`src/rtl/crc_scheduler_pkg.sv`:
```
// Shared POLI types: word width, requester limit and the CRC scheduler state encoding.
package POLI_types_pkg;

  localparam int WORD_SIZE    = 32;
  localparam int CRC_NREQ_MAX = 8;

  typedef enum logic [2:0] {
    IDLE  = 3'd0,
    CLEAR = 3'd1,
    LOAD  = 3'd2,
    WAIT  = 3'd3,
    DONE  = 3'd4
  } crc_sched_state_t;

endpackage

```
`src/rtl/crc_scheduler_if.sv`:
```
// Connection between the scheduler (master) and the polymorphic CRC generator (slave).
interface crc_generator_if;
  import POLI_types_pkg::*;

  logic [WORD_SIZE-1:0] crc_data_in;
  logic                 crc_reset;
  logic                 crc_start;
  logic [WORD_SIZE-1:0] crc_orient;
  logic [WORD_SIZE-1:0] crc_data_out;
  logic                 crc_ready;

  modport master (
    output crc_data_in, crc_reset, crc_start, crc_orient,
    input  crc_data_out, crc_ready
  );

  modport slave (
    input  crc_data_in, crc_reset, crc_start, crc_orient,
    output crc_data_out, crc_ready
  );

endinterface

```
`src/rtl/crc_scheduler_rr_arbiter.sv`:
```
// Combinational round-robin grant: first requester at or after ptr, wrapping at NREQ.
module rr_arbiter #(
  parameter int NREQ = 4,
  parameter int IW   = 2
) (
  input  logic [NREQ-1:0] req,
  input  logic [IW-1:0]   ptr,
  output logic [NREQ-1:0] grant,
  output logic [IW-1:0]   grant_idx
);

  always_comb begin
    logic [IW:0] k;
    logic        found;
    grant     = '0;
    grant_idx = '0;
    found     = 1'b0;
    k         = '0;
    for (int unsigned i = 0; i < NREQ; i++) begin
      // one extra bit so ptr+i cannot overflow before the modulo fold
      k = {1'b0, ptr} + (IW+1)'(i);
      if (k >= (IW+1)'(NREQ)) k = k - (IW+1)'(NREQ);
      if (!found && req[k[IW-1:0]]) begin
        found                = 1'b1;
        grant[k[IW-1:0]]     = 1'b1;
        grant_idx            = k[IW-1:0];
      end
    end
  end

endmodule

```
`src/rtl/crc_scheduler.sv`:
```
// Shares one CRC generator among NREQ requesters: round-robin per message, word-by-word
// start/ready streaming, one-cycle response strobe carrying the final CRC.
module crc_scheduler
  import POLI_types_pkg::*;
#(
  parameter int NREQ = 4
) (
  input  logic                      CLK,
  input  logic                      RST,
  input  logic [NREQ-1:0]           req_valid,
  input  logic [NREQ*WORD_SIZE-1:0] req_data,
  input  logic [NREQ-1:0]           req_last,
  input  logic [NREQ*WORD_SIZE-1:0] req_orient,
  output logic [NREQ-1:0]           req_ready,
  output logic [NREQ-1:0]           resp_valid,
  output logic [WORD_SIZE-1:0]      resp_crc,
  crc_generator_if.master           gen
);

  localparam int IW = $clog2(NREQ);

  crc_sched_state_t     state;
  logic [IW-1:0]        owner;
  logic [IW-1:0]        rr_ptr;
  logic                 last;
  logic                 first_wait;
  logic [NREQ-1:0]      grant;
  logic [IW-1:0]        grant_idx;
  logic                 issue_now;
  logic [WORD_SIZE-1:0] data_arr   [NREQ];
  logic [WORD_SIZE-1:0] orient_arr [NREQ];

  for (genvar i = 0; i < NREQ; i++) begin : g_unpack
    assign data_arr[i]   = req_data[i*WORD_SIZE +: WORD_SIZE];
    assign orient_arr[i] = req_orient[i*WORD_SIZE +: WORD_SIZE];
  end

  rr_arbiter #(.NREQ(NREQ), .IW(IW)) u_arb (
    .req       (req_valid),
    .ptr       (rr_ptr),
    .grant     (grant),
    .grant_idx (grant_idx)
  );

  // A word is issued straight out of CLEAR/WAIT when the owner already has one ready,
  // so LOAD is only occupied while the owner is stalled.
  always_comb begin
    issue_now = 1'b0;
    case (state)
      CLEAR, LOAD: issue_now = req_valid[owner];
      WAIT:        issue_now = !first_wait && gen.crc_ready && !last && req_valid[owner];
      default:     issue_now = 1'b0;
    endcase
  end

  always_ff @(posedge CLK or posedge RST) begin
    if (RST) begin
      state           <= IDLE;
      owner           <= '0;
      rr_ptr          <= '0;
      last            <= 1'b0;
      first_wait      <= 1'b0;
      req_ready       <= '0;
      resp_valid      <= '0;
      resp_crc        <= '0;
      gen.crc_data_in <= '0;
      gen.crc_reset   <= 1'b0;
      gen.crc_start   <= 1'b0;
      gen.crc_orient  <= '0;
    end else begin
      req_ready       <= '0;
      resp_valid      <= '0;
      gen.crc_data_in <= '0;
      gen.crc_reset   <= 1'b0;
      gen.crc_start   <= 1'b0;
      first_wait      <= 1'b0;

      case (state)
        IDLE: begin
          if (|grant) begin
            owner          <= grant_idx;
            gen.crc_orient <= orient_arr[grant_idx];
            gen.crc_reset  <= 1'b1;
            state          <= CLEAR;
          end
        end
        CLEAR, LOAD: begin
          state <= LOAD;
        end
        WAIT: begin
          if (!first_wait && gen.crc_ready) begin
            if (last) begin
              resp_valid[owner] <= 1'b1;
              resp_crc          <= gen.crc_data_out;
              state             <= DONE;
            end else begin
              state <= LOAD;
            end
          end
        end
        DONE: begin
          rr_ptr <= (owner == IW'(NREQ - 1)) ? '0 : owner + 1'b1;
          state  <= IDLE;
        end
        default: state <= IDLE;
      endcase

      if (issue_now) begin
        gen.crc_data_in  <= data_arr[owner];
        gen.crc_start    <= 1'b1;
        req_ready[owner] <= 1'b1;
        last             <= req_last[owner];
        first_wait       <= 1'b1;
        state            <= WAIT;
      end
    end
  end

endmodule

```
`src/flat_wrapper.sv`:
```
// flat-port wrapper written by rule: the top's interface ports become plain ports
module crc_scheduler_flat import POLI_types_pkg::*;
#(
  parameter int NREQ = 4
)
  (CLK, RST, req_valid, req_data, req_last, req_orient, req_ready, resp_valid, resp_crc, gen_crc_data_in, gen_crc_reset, gen_crc_start, gen_crc_orient, gen_crc_data_out, gen_crc_ready);
  crc_generator_if gen_i ();
  input  logic CLK;
  input  logic RST;
  input  logic [NREQ-1:0] req_valid;
  input  logic [NREQ*WORD_SIZE-1:0] req_data;
  input  logic [NREQ-1:0] req_last;
  input  logic [NREQ*WORD_SIZE-1:0] req_orient;
  output logic [NREQ-1:0] req_ready;
  output logic [NREQ-1:0] resp_valid;
  output logic [WORD_SIZE-1:0] resp_crc;
  output wire logic [$bits(gen_i.crc_data_in)-1:0] gen_crc_data_in;
  output wire logic [$bits(gen_i.crc_reset)-1:0] gen_crc_reset;
  output wire logic [$bits(gen_i.crc_start)-1:0] gen_crc_start;
  output wire logic [$bits(gen_i.crc_orient)-1:0] gen_crc_orient;
  input wire logic [$bits(gen_i.crc_data_out)-1:0] gen_crc_data_out;
  input wire logic [$bits(gen_i.crc_ready)-1:0] gen_crc_ready;
  assign gen_crc_data_in = gen_i.crc_data_in;
  assign gen_crc_reset = gen_i.crc_reset;
  assign gen_crc_start = gen_i.crc_start;
  assign gen_crc_orient = gen_i.crc_orient;
  assign gen_i.crc_data_out = gen_crc_data_out;
  assign gen_i.crc_ready = gen_crc_ready;
  crc_scheduler #(.NREQ(NREQ)) u_core (.CLK(CLK), .RST(RST), .req_valid(req_valid), .req_data(req_data), .req_last(req_last), .req_orient(req_orient), .req_ready(req_ready), .resp_valid(resp_valid), .resp_crc(resp_crc), .gen(gen_i));
endmodule
```
`config.mk`:
```
export PLATFORM = sky130hd
export DESIGN_NAME = crc_scheduler_flat
export DESIGN_NICKNAME = d
export VERILOG_FILES = /design/src/rtl/crc_scheduler_pkg.sv /design/src/rtl/crc_scheduler_if.sv /design/src/rtl/crc_scheduler_rr_arbiter.sv /design/src/rtl/crc_scheduler.sv /design/src/flat_wrapper.sv
export SDC_FILE = /design/constraint.sdc
export NUM_CORES = 1
export LEC_CHECK = 0
export CELL_PAD_IN_SITES_DETAIL_PLACEMENT = 0
export CELL_PAD_IN_SITES_GLOBAL_PLACEMENT = 1
export CORE_MARGIN = 5
export CORE_UTILIZATION = 25
export CTS_CLUSTER_DIAMETER = 150
export DETAILED_ROUTE_END_ITERATION = 7
export PLACE_DENSITY = 0.8
export SYNTH_ARGS = -nofsm -noshare
export SYNTH_HDL_FRONTEND = slang
export SYNTH_HIERARCHICAL = 1
export SYNTH_SLANG_ARGS = --single-unit
export TNS_END_PERCENT = 30
```
`constraint.sdc`:
```
create_clock -name CLK -period 3.4 [get_ports CLK]
set_input_delay 0.68 -clock CLK [delete_from_list [all_inputs] [get_ports CLK]]
set_output_delay 0.68 -clock CLK [all_outputs]
set_load 0.05 [all_outputs]
```
==> reports/metrics.cfg <==
[synth]
synth_sequential_area_ratio_pct = 46.4
syn-num-nets = 699
synth_top_family_by_area = multiplexers
ys_ff_latch = 114
synth_edf_count = 0
muxShareOfSynthArea_pct = 38.5
async_flop_share_pct = 100
ys_types = 37
synth-simple-area-share_pct = 6.60
synth_area_mm2 = 0.00614
synth_flop_cell = dfrtp_1
synth_xor_area_share_pct = 0
yosysWarnings = 6
avgSynthCellArea_um2 = 15.7
synth_cells = 391
synth_compound_area_share_pct = 2.83
synthAdderAreaFrac_pct = 1.83

[setup_path]
required_ns = 3.69
r2r_cells = 11
cp_slowest_cell = dfrtp_1
crit_family = multiplexers
crit_cells = 11
r2r_slack_ns = 0.25
cp_max_fo = 33
crit_start = u_core/rr_ptr[0]
r2r_start = u_core/rr_ptr[0]
end_kind = flip-flop
cp-start-kind = flip-flop
crit_end = u_core/gen.crc_orient[23]
arrival_ns = 3.43
crit_buf_inv = 3
path_cells = inv_1 > ha_1 > mux4_2 > nor4b_4 > a22oi_1 > o21ai_0 > nor4_1 > buf_4 > nor4_4 > buf_12 > mux2_2
slowest_delay_ns = 0.44
rr_endpoint = u_core/gen.crc_orient[23]
criticalPathCategory = reg2reg

[floorplanning]
die_area_mm2 = 0.0278
die_width_um = 167
pin_count = 405
rows = 57
start_util_pct = 25.3
core_area_mm2 = 0.0242
die_y_um = 167

[timing]
max_freq_mhz = 318
fin_crit_ns = 3.15
slew_headroom_pct = 56.9
timing.final.ws_setup_ns = 0.253
hold_violations = 0
holdWs_ns = 0.498
setup_tns_ns = 0
fin_skew_ns = 0.0119
worst_pin_slew_ns = 0.644
drv_slew = 0
setup_viol = 0
rsz0062_at_grt = no
fin_crit_sh_pct = 92.6

[drt]
vias = 5192
totalWireLength_um = 22200
vias_per_cell = 4.53
first_pass_iters = 4
post_drt_wl_per_cell_um = 19.3
drc = 0
dr.first_iter.drc_count = 144
detail-route-antenna-nets = 0

[cells_and_area]
final_nets = 1117
layout.cells.most_common_list = clkdlybuf4s50_1, dfrtp_1, mux4_2
layout_commonest_cell = clkdlybuf4s50_1
diodes = 0
area_growth_pct = 84.3
drive_gt1_share_pct = 24.7
stdcell_count = 1146

[power_and_ir_drop]
clockPowerShare_pct = 17.4
ir_worst_vdd_uv = 413
finalPower_uw = 11300
p_switching_uw = 4890
seq_power_share_pct = 20.7
p_int_uw = 6430
combPwrFrac_pct = 61.9
switching_share_pct = 43.2
p_per_area_mw_per_mm2 = 1000
p_leak_uw = 0.00439

[global_routing]
grt_max_degree = 115
grt_usage_pct = 15.7
grt_antenna_before_repair = 0
grt_pass1_vias = 5673
grt_pass1_wl_um = 33500
overflow = 0

[clocking]
htree_levels = 4
cts.sinks = 114
cts_buffers = 17
clockBufferDepth = 2
cts_root_buffer = clkbuf_16
holdBufCountCts = 0
clkTransAtPathRegs_ns = 0.06
clk_latency_ns = 0.41
cts_setup_buffers = 0
cts_tree = built
cts_resized = 0

[job]
drv_cap = 0

[min_path]
hp-class = reg2reg

[place]
pre_cts_ws_ns = -0.164
dp.cells = 1114
port-buffer-count = 404
dp_hpwl_um = 17900
gp_congestion = 0.804

[status]
status = completed

[kinds of logic (layout without fill, tap and decap cells)]
family          count (synthesis)  in the layout
mux                           140            140
simple gates                   62             62
buf+inv                        42            473
flops                         114            114
fa+ha+maj                       9              9
compound gates                 24             24
[flip-flops by register name, indices dropped and copies added (netlist names)]
register and cells:
u_core/gen.crc_data_in 32, u_core/gen.crc_orient 32, u_core/resp_crc 32, u_core/req_ready 4, u_core/resp_valid 4, u_core/state 3
u_core/owner 2, u_core/rr_ptr 2, u_core/first_wait 1, u_core/gen.crc_reset 1, u_core/last 1
[worst min-delay path by stage]
stage	from	endpoint	slack (ns)	depth (start not counted)
after CTS	u_core/gen.crc_orient[0]	u_core/gen.crc_orient[0]	0.51	1
after global routing	u_core/resp_crc[16]	u_core/resp_crc[16]	0.52	1
after detailed placement	u_core/gen.crc_orient[0]	u_core/gen.crc_orient[0]	0.49	1
after floorplan	u_core/last	u_core/last	0.49	1
after global placement	u_core/resp_crc[18]	u_core/resp_crc[18]	0.49	1
final	u_core/gen.crc_orient[0]	u_core/gen.crc_orient[0]	0.50	1
[per-layer routing]
layer / wire [um] / GRT usage, %
met1: 8190 / 17.4
met2: 11300 / 27.3
met3: 1880 / 5.48
met4: 835 / 7.08
met5: 0 / 0
[layout make-up]
| type | instances | area (um2) |
|---|---|---|
| fill | 2221 | 12900 |
| timing repair buffer | 429 | 4280 |
| multi-input combinational | 235 | 3080 |
| sequential | 114 | 2850 |
| clock buffer | 19 | 453 |
| tap | 324 | 405 |
| clock inverter | 13 | 196 |
| inverter | 12 | 48.8 |
[synth_stat cells, types with 2 or more instances]
| library cell | count | area (um2) |
|---|---|---|
| dfrtp_1 | 114 | 2850 |
| mux4_2 | 70 | 1580 |
| mux2_2 | 67 | 754 |
| inv_1 | 12 | 45.0 |
| nor2_1 | 11 | 41.3 |
| buf_2 | 10 | 50.1 |
| buf_6 | 5 | 56.3 |
| buf_4 | 7 | 52.6 |
| nor4_1 | 5 | 31.3 |
| nand3b_1 | 2 | 15.0 |
| o21ai_0 | 6 | 30.0 |
| mux2_1 | 2 | 22.5 |
| a22oi_1 | 8 | 60.1 |
| nor2b_1 | 35 | 219 |
| ha_1 | 9 | 113 |
| clkbuf_1 | 7 | 26.3 |
[power groups by stage]
stage          registers (uW)  logic, uW  clock network, uW
4_1_cts                  2360       7120               2030
2_1_floorplan            4350       2780                  0
3_3_place_gp             2360       7050                  0
3_5_place_dp             2380       7100                  0
6_report                 2340       7010               1970
5_1_grt                  2440       7410               2090
[per-stage QoR]
step | cell area (um2) | util [%]
floorplan | 6150 | -
global placement | 10700 | 44.0
detailed placement | 10700 | 44.0
CTS | 11300 | 46.7
global route | 11300 | 46.7
finish | 11300 | 46.7
No activity file was read; power rests on OpenSTA's default activity.
